### src/rtl/play_timer_pkg.sv
// play_timer_pkg: shared types and constants for the playback-time counter.
//   state_e : control states (IDLE, PLAYING, PAUSED, DONE)
//   SEC_W   : width of a seconds field
//   SEC_MAX : largest legal seconds value
//   to_bcd  : 0..99 binary value to two packed BCD digits
package play_timer_pkg;

    localparam int unsigned SEC_W   = 6;
    localparam int unsigned SEC_MAX = 59;

    typedef enum logic [1:0] {
        IDLE    = 2'd0,
        PLAYING = 2'd1,
        PAUSED  = 2'd2,
        DONE    = 2'd3
    } state_e;

    // Binary 0..99 to {tens, ones} BCD digits.
    function automatic logic [7:0] to_bcd(input logic [6:0] v);
        logic [6:0] tens;
        logic [6:0] ones;
        tens = v / 7'd10;
        ones = v - (tens * 7'd10);
        return {4'(tens), 4'(ones)};
    endfunction

endpackage

### src/rtl/play_timer_tick_gen.sv
// tick_gen: clock-enable prescaler producing a one-cycle tick every CLK_FREQ
// enabled cycles. Holds its count while en is low so partial periods survive.
//   clk  : clock
//   rst  : synchronous active-high reset
//   en   : count enable
//   clr  : clear count to 0 (wins over en, suppresses tick)
//   tick : high in the cycle the count wraps (combinational from count/en/clr)
module tick_gen #(
    parameter int unsigned CLK_FREQ = 100000000
) (
    input  logic clk,
    input  logic rst,
    input  logic en,
    input  logic clr,
    output logic tick
);

    localparam int unsigned CNT_W = (CLK_FREQ > 1) ? $clog2(CLK_FREQ) : 1;
    localparam logic [CNT_W-1:0] CNT_MAX = CNT_W'(CLK_FREQ - 1);

    logic [CNT_W-1:0] cnt_q;
    logic [CNT_W-1:0] cnt_d;

    // Next count and tick strobe.
    always_comb begin
        cnt_d = cnt_q;
        tick  = 1'b0;
        if (clr) begin
            cnt_d = '0;
        end else if (en) begin
            if (cnt_q == CNT_MAX) begin
                cnt_d = '0;
                tick  = 1'b1;
            end else begin
                cnt_d = cnt_q + CNT_W'(1);
            end
        end
    end

    always_ff @(posedge clk) begin
        if (rst) begin
            cnt_q <= '0;
        end else begin
            cnt_q <= cnt_d;
        end
    end

endmodule

### src/rtl/play_timer.sv
// play_timer: minute:second playback counter for the current track.
// Tracks elapsed and remaining time, runs from a one-second clock-enable,
// supports play/pause, restart (start/next/pre) and flags end of song.
// Optional feature macro: PLAY_TIMER_BCD_EN adds registered BCD outputs.
//   clk, rst            : clock, synchronous active-high reset
//   start/next/pre      : one-cycle restart pulses (sample length, clear time)
//   play_pause          : one-cycle toggle between PLAYING and PAUSED
//   len_min, len_sec    : track length (seconds clamp to 59)
//   countdown           : 1 shows remaining, 0 shows elapsed (combinational)
//   minute, second      : displayed time
//   running             : high while PLAYING
//   finish              : one-cycle end-of-song pulse
//   min_bcd, sec_bcd    : (PLAY_TIMER_BCD_EN) packed BCD of minute/second
module play_timer
    import play_timer_pkg::*;
#(
    parameter int unsigned CLK_FREQ     = 100000000,
    parameter int unsigned MIN_W        = 8,
    parameter bit          AUTO_RESTART = 1'b0
) (
    input  logic             clk,
    input  logic             rst,
    input  logic             start,
    input  logic             play_pause,
    input  logic             next,
    input  logic             pre,
    input  logic [MIN_W-1:0] len_min,
    input  logic [SEC_W-1:0] len_sec,
    input  logic             countdown,
    output logic [MIN_W-1:0] minute,
    output logic [SEC_W-1:0] second,
    output logic             running,
    output logic             finish
`ifdef PLAY_TIMER_BCD_EN
    ,
    output logic [7:0]       min_bcd,
    output logic [7:0]       sec_bcd
`endif
);

    state_e           state_q,   state_d;
    logic [MIN_W-1:0] ela_min_q, ela_min_d;
    logic [SEC_W-1:0] ela_sec_q, ela_sec_d;
    logic [MIN_W-1:0] rem_min_q, rem_min_d;
    logic [SEC_W-1:0] rem_sec_q, rem_sec_d;
    logic [MIN_W-1:0] len_min_q, len_min_d;
    logic [SEC_W-1:0] len_sec_q, len_sec_d;
    logic             finish_q,  finish_d;
    logic             running_q, running_d;
    logic             wrap_q,    wrap_d;

    logic             restart;
    logic             tick;
    logic [SEC_W-1:0] smp_sec;

    assign restart = start | next | pre;
    assign smp_sec = (len_sec > SEC_W'(SEC_MAX)) ? SEC_W'(SEC_MAX) : len_sec;

    // Prescaler runs only while PLAYING; a restart re-phases it to 0.
    tick_gen #(
        .CLK_FREQ (CLK_FREQ)
    ) u_tick_gen (
        .clk  (clk),
        .rst  (rst),
        .en   (state_q == PLAYING),
        .clr  (restart),
        .tick (tick)
    );

    // Next-state and counter update; restart > play_pause > tick.
    always_comb begin
        state_d   = state_q;
        ela_min_d = ela_min_q;
        ela_sec_d = ela_sec_q;
        rem_min_d = rem_min_q;
        rem_sec_d = rem_sec_q;
        len_min_d = len_min_q;
        len_sec_d = len_sec_q;
        finish_d  = 1'b0;
        wrap_d    = 1'b0;

        // Auto-restart: the end value is shown for one cycle, then rewinds.
        if (wrap_q) begin
            ela_min_d = '0;
            ela_sec_d = '0;
            rem_min_d = len_min_q;
            rem_sec_d = len_sec_q;
        end

        if (restart) begin
            len_min_d = len_min;
            len_sec_d = smp_sec;
            ela_min_d = '0;
            ela_sec_d = '0;
            rem_min_d = len_min;
            rem_sec_d = smp_sec;
            if ((len_min == '0) && (smp_sec == '0)) begin
                state_d  = DONE;
                finish_d = 1'b1;
            end else begin
                state_d  = PLAYING;
            end
        end else begin
            case (state_q)
                PLAYING: if (play_pause) state_d = PAUSED;
                PAUSED:  if (play_pause) state_d = PLAYING;
                default: ;
            endcase

            // tick is only ever raised while PLAYING.
            if (tick) begin
                if (ela_sec_q == SEC_W'(SEC_MAX)) begin
                    ela_sec_d = '0;
                    ela_min_d = ela_min_q + MIN_W'(1);
                end else begin
                    ela_sec_d = ela_sec_q + SEC_W'(1);
                end
                if (rem_sec_q == '0) begin
                    rem_sec_d = SEC_W'(SEC_MAX);
                    rem_min_d = rem_min_q - MIN_W'(1);
                end else begin
                    rem_sec_d = rem_sec_q - SEC_W'(1);
                end
                if ((ela_min_d == len_min_q) && (ela_sec_d == len_sec_q)) begin
                    finish_d = 1'b1;
                    if (AUTO_RESTART) begin
                        wrap_d  = 1'b1;
                    end else begin
                        state_d = DONE;
                    end
                end
            end
        end

        running_d = (state_d == PLAYING);
    end

    always_ff @(posedge clk) begin
        if (rst) begin
            state_q   <= IDLE;
            ela_min_q <= '0;
            ela_sec_q <= '0;
            rem_min_q <= '0;
            rem_sec_q <= '0;
            len_min_q <= '0;
            len_sec_q <= '0;
            finish_q  <= 1'b0;
            running_q <= 1'b0;
            wrap_q    <= 1'b0;
        end else begin
            state_q   <= state_d;
            ela_min_q <= ela_min_d;
            ela_sec_q <= ela_sec_d;
            rem_min_q <= rem_min_d;
            rem_sec_q <= rem_sec_d;
            len_min_q <= len_min_d;
            len_sec_q <= len_sec_d;
            finish_q  <= finish_d;
            running_q <= running_d;
            wrap_q    <= wrap_d;
        end
    end

    // Display select between the two registered time sources.
    assign minute  = countdown ? rem_min_q : ela_min_q;
    assign second  = countdown ? rem_sec_q : ela_sec_q;
    assign running = running_q;
    assign finish  = finish_q;

`ifdef PLAY_TIMER_BCD_EN
    logic [7:0] min_bcd_q, min_bcd_d;
    logic [7:0] sec_bcd_q, sec_bcd_d;

    // BCD of the displayed time, minutes saturating at 99.
    always_comb begin
        min_bcd_d = (32'(minute) > 32'd99) ? 8'h99 : to_bcd(7'(minute));
        sec_bcd_d = to_bcd(7'(second));
    end

    always_ff @(posedge clk) begin
        if (rst) begin
            min_bcd_q <= '0;
            sec_bcd_q <= '0;
        end else begin
            min_bcd_q <= min_bcd_d;
            sec_bcd_q <= sec_bcd_d;
        end
    end

    assign min_bcd = min_bcd_q;
    assign sec_bcd = sec_bcd_q;
`endif

endmodule
### config.mk
export PLATFORM = sky130hd
export DESIGN_NAME = play_timer
export DESIGN_NICKNAME = d
export VERILOG_FILES = /design/src/rtl/play_timer_pkg.sv /design/src/rtl/play_timer_tick_gen.sv /design/src/rtl/play_timer.sv
export SDC_FILE = /design/constraint.sdc
export NUM_CORES = 1
export LEC_CHECK = 0
export CORE_MARGIN = 8
export CORE_UTILIZATION = 58
export CTS_CLUSTER_DIAMETER = 100
export DETAILED_ROUTE_END_ITERATION = 7
export PLACE_DENSITY = 0.89
export REMOVE_ABC_BUFFERS = 1
export SETUP_SLACK_MARGIN = 0.2
export SLEW_MARGIN = 10
export SYNTH_ARGS = -nofsm -noshare
export SYNTH_HDL_FRONTEND = slang
export SYNTH_SLANG_ARGS = --single-unit
### constraint.sdc
create_clock -name clk -period 2.6 [get_ports clk]
set_input_delay 0.26 -clock clk [delete_from_list [all_inputs] [get_ports clk]]
set_output_delay 0.26 -clock clk [all_outputs]
set_load 0.005 [all_outputs]
==> impl_results.md <==
* Status: complete, no violations
* Total clock sinks at 73
* Number of antenna violations at the first check in global routing at 0
* Share of synthesized cell area in and, or, nand and nor gates at 31.6%
* Worst path required time at 2.87 ns
* Synthesized-area fraction occupied by ao, oa, aoi and oai cells at 15.1%
* Number of I/O pins at 37
* First-pass DRT Iterations at 5
* Final period demand of the worst path at 2.40 ns
* Type of the setup path with the least slack: reg2reg
* H-tree depth at 3
* Net switching share of the total power at 21.7%
* Die Wd at 101 um
* Launching element type of the critical path: flip-flop
* Multi-input combinational cell area at 2650 um2
* Dpl hpwl at 8230 um
* Via count at 4133
* Antenna diodes at 0
* Worst Setup EP: state_q[0]
* IR drop worst, VDD at 352 uV
* Endpoint kind of the worst setup timing path: flip-flop
* Register bit count reported by yosys at 73
* DRC violation count after routing at 0
* Fraction of registers with async set or reset after synthesis at 0%
* Initial cell density of the core at 59.1%
* Largest family of logic cells by synthesized area: simple AND/OR/NAND/NOR gates
* Hold Crit Depth at 2
* Filler instances at 565
* Placer Congestion at 0.945
* Highest clock rate at 0.417 GHz
* Worst Setup SP: ela_sec_q[0]
* Global routing usage on met3 at 5.64%
* Final setup fails at 0
* Combinational Power Share at 9.1%
* P_int at 2.13 mW
* Ratio of final minimum period to clock period at 92.3%
* Vias in the first global route at 3907
* Cell at the root of the clock tree: sky130_fd_sc_hd__clkbuf_8
* Post-layout net count at 603
* Total clock buffers created by CTS at 9
* Insertion delay to the later sink of the worst-skew pair at 0.35 ns
* RSZ-0062 raised after global routing: true
* Number of buffers on the longest clock path at 2
* Total overflow reported by the global router at 0
* Number of pins exceeding their max-slew limit in the final report at 0
* Largest net degree at the start of global routing at 28
* Cell area after layout at 5090 um2
* Mux contribution to synthesized area at 3.41%
* Switching power total at 0.590 mW
* Global router's overall resource usage at 22.9%
* Std cell rows at 31
* Slew at the pin closest to its max-slew limit at 0.615 ns
* Number of different library cells in the post-synthesis netlist at 66
* Post-route insts no fill at 680
* Sequential Area at 1470 um2
* Register share of total power at 43.6%
* Antenna violation net count after detailed routing at 0
* Clock tree from TritonCTS: yes
* Total detailed-routing wirelength at 11400 um
* Fraction of the yosys area taken by sequential cells at 34.6%
* Netlist area before placement at 4220 um2
* Count of flip-flops with a built-in enable after synthesis at 0
* Gate count after technology mapping at 540
* Flip-flop cell with the highest count after synthesis: sky130_fd_sc_hd__dfxtp_1
* Adder-cell share of the synthesized area at 1.78%
* Clock transition at the registers of the reported paths at 0.08 ns
* Post-detailed-route via-to-cell ratio at 6.08
* Cell area after placement at 4710 um2
* Layout cell share with drive strength beyond 1 at 11.7%
* Reg2Reg Launch Point: ela_sec_q[0]
* Synth Warn # at 0
* Most Crowded Layer GR: met2
* Detailed Route Iter0 Violations at 397
* Synthesized area per cell at 7.82 um2
* Data arrival time of the worst path at 2.67 ns
* Post-route clock skew at 0.00974 ns
* Power density cells at 534 nW/um2
* Maximum fanout along the worst path at 8
* Pleak at 1.72 nW
* Growth of design area from synthesis to finish at 20.6%
* Hold Fails Final Rpt at 0
* Met1 Resource Use GR at 27.1%
* Area inside the core boundary at 7140 um2
* Wire length of the first global-routing pass at 18800 um
* Slew Limit Headroom at 58.6%
* Die height at 101 um
* Worst reg2reg setup slack at 0.20 ns
* R2R Path End: state_q[0]
* Met2 Use GR at 39.4%
* Max-cap violations at 0
* Xor/xnor cell area share of the yosys netlist at 9.13%
* Wirelength per Cell at 16.7 um
* Type of the most critical hold path: reg2reg
* DP Cell Count at 661
* Quantity of I/O buffers inserted on ports at 36
* Worst-case reg-to-reg path depth at 9
* Clock network fraction of total power at 47.3%
* Die area at 10300 um2
==> sequential cells by signal (all words and copies together), names as in the netlist <==
name and flops:
ela_sec_q 6, running 1, len_sec_q 6, rem_min_q 8, ela_min_q 8, u_tick_gen.cnt_q 27, state_q 2, rem_sec_q 6
len_min_q 8, finish 1
==> cells in the mapped netlist, types with 6 or more instances <==
library cell / n / area [um2]
sky130_fd_sc_hd__o21ai_0: 24 / 120
sky130_fd_sc_hd__nor2b_1: 6 / 37.5
sky130_fd_sc_hd__or3_1: 8 / 50.1
sky130_fd_sc_hd__buf_2: 6 / 30.0
sky130_fd_sc_hd__nor3_1: 15 / 75.1
sky130_fd_sc_hd__ha_1: 6 / 75.1
sky130_fd_sc_hd__xor2_1: 19 / 166
sky130_fd_sc_hd__a21oi_1: 46 / 230
sky130_fd_sc_hd__dfxtp_1: 73 / 1460
sky130_fd_sc_hd__xnor2_1: 25 / 219
sky130_fd_sc_hd__nand2b_1: 6 / 37.5
sky130_fd_sc_hd__nor4_1: 13 / 81.3
sky130_fd_sc_hd__nand2_1: 58 / 218
sky130_fd_sc_hd__inv_1: 18 / 67.6
sky130_fd_sc_hd__clkbuf_1: 22 / 82.6
sky130_fd_sc_hd__mux2_2: 11 / 124
sky130_fd_sc_hd__nand4_1: 14 / 87.6
sky130_fd_sc_hd__nand3_1: 25 / 125
sky130_fd_sc_hd__and3_1: 8 / 50.1
sky130_fd_sc_hd__nor2_1: 66 / 248
==> metrics by stage <==
stage          worst slack, ns  utilization (%)  setup TNS (ns)  hold WS, ns  total power [mW]
5_1_grt                -0.0520             71.3         -0.0659        0.485              2.81
4_1_cts                  0.224             70.2               0        0.476              2.72
3_3_place_gp             0.253             65.9               0        0.455              1.44
6_report                 0.201             71.3               0        0.478              2.72
3_5_place_dp             0.138             65.9               0        0.465              1.45
2_1_floorplan           -0.365                -           -4.94        0.325              1.33
==> layout make-up <==
class / count / area share (%)
Sequential cell: 73 / 28.8
Timing Repair Buffer: 54 / 9.74
Multi-Input combinational cell: 420 / 52.0
Clock inverter: 5 / 2.95
Inverter: 18 / 1.33
Clock buffer: 11 / 2.78
Tap cell: 99 / 2.43
==> per-layer routing <==
layer	wire, um	vias up
li1	-	2004
met1	4690	1907
met2	5540	193
met3	868	29
met4	282	0
met5	0	-
==> cells in the final DEF (no fill, tap or decap), types with 2 or more instances in the layout <==
cell                               n
sky130_fd_sc_hd__dfxtp_1          70
sky130_fd_sc_hd__or3_1             8
sky130_fd_sc_hd__ha_1              6
sky130_fd_sc_hd__and3_1            7
sky130_fd_sc_hd__nand4_1          14
sky130_fd_sc_hd__dfxtp_2           3
sky130_fd_sc_hd__mux2i_1           2
sky130_fd_sc_hd__nor3_1           14
sky130_fd_sc_hd__nand2_1          58
sky130_fd_sc_hd__or4_1             4
sky130_fd_sc_hd__mux2_2           11
sky130_fd_sc_hd__nor2_1           66
sky130_fd_sc_hd__o31ai_1           2
sky130_fd_sc_hd__o21ai_0          24
sky130_fd_sc_hd__o41ai_1           2
sky130_fd_sc_hd__clkbuf_8         10
sky130_fd_sc_hd__nor3b_1           3
sky130_fd_sc_hd__xor2_1           19
sky130_fd_sc_hd__bufinv_16         5
sky130_fd_sc_hd__nand2b_1          6
sky130_fd_sc_hd__o211ai_1          4
sky130_fd_sc_hd__clkdlybuf4s50_1  36
sky130_fd_sc_hd__a2111oi_2         2
sky130_fd_sc_hd__xnor2_1          25
sky130_fd_sc_hd__nor4_2            3
sky130_fd_sc_hd__buf_4            18
sky130_fd_sc_hd__and4_1            2
sky130_fd_sc_hd__nand3_1          25
sky130_fd_sc_hd__nor4_1           10
sky130_fd_sc_hd__a211oi_1          4
sky130_fd_sc_hd__nand4b_1          4
sky130_fd_sc_hd__nor4_4            3
sky130_fd_sc_hd__nor2b_1           5
sky130_fd_sc_hd__a21oi_1          46
sky130_fd_sc_hd__inv_1            18
sky130_fd_sc_hd__nor4b_1           4
==> critical path: stages (launching register included) <==
cell                       delay [ns]
sky130_fd_sc_hd__dfxtp_2         0.41
sky130_fd_sc_hd__ha_1            0.25
sky130_fd_sc_hd__nand4b_1        0.13
sky130_fd_sc_hd__buf_4           0.20
sky130_fd_sc_hd__buf_4           0.14
sky130_fd_sc_hd__nor4_1          0.39
sky130_fd_sc_hd__o221ai_1        0.19
sky130_fd_sc_hd__o32ai_2         0.14
sky130_fd_sc_hd__nand4_1         0.21
sky130_fd_sc_hd__a41oi_1         0.26
==> worst min-delay path by stage <==
stage / from / endpoint / slack (ns)
2_1_floorplan: rst / rem_min_q[7] / 0.32
3_3_place_gp: len_min_q[7] / len_min_q[7] / 0.45
3_5_place_dp: len_min_q[3] / len_min_q[3] / 0.46
4_1_cts: len_min_q[3] / len_min_q[3] / 0.48
5_1_grt: len_sec_q[4] / len_sec_q[4] / 0.48
6_report: len_min_q[3] / len_min_q[3] / 0.48
==> logic make-up after synthesis <==
| logic type | after synthesis |
|---|---|
| buffers and inverters | 47 |
| xor gates and xnor gates | 44 |
| adders and majority gates | 6 |
| and+or+nand+nor | 253 |
| muxes | 13 |
| DFF | 73 |
| AOI/OAI and AO/OA | 104 |
==> power by group through the flow <==
stage               Sequential (mW)  Combinational, mW  Clock (mW)
floorplan                      1.20              0.130           0
global placement               1.21              0.232           0
detailed placement             1.21              0.238           0
CTS                            1.18              0.239        1.30
global route                   1.19              0.269        1.35
finish                         1.19              0.247        1.29
==> what timing repair did <==
action	CTS	global route
buffers inserted	1	2
endpoints found under the hold margin	0	0
pin swaps	1	3
hold buffers	0	0
endpoints found under the setup margin	3	9
gates resized for setup	2	14
(Power assumes the default switching activity.)
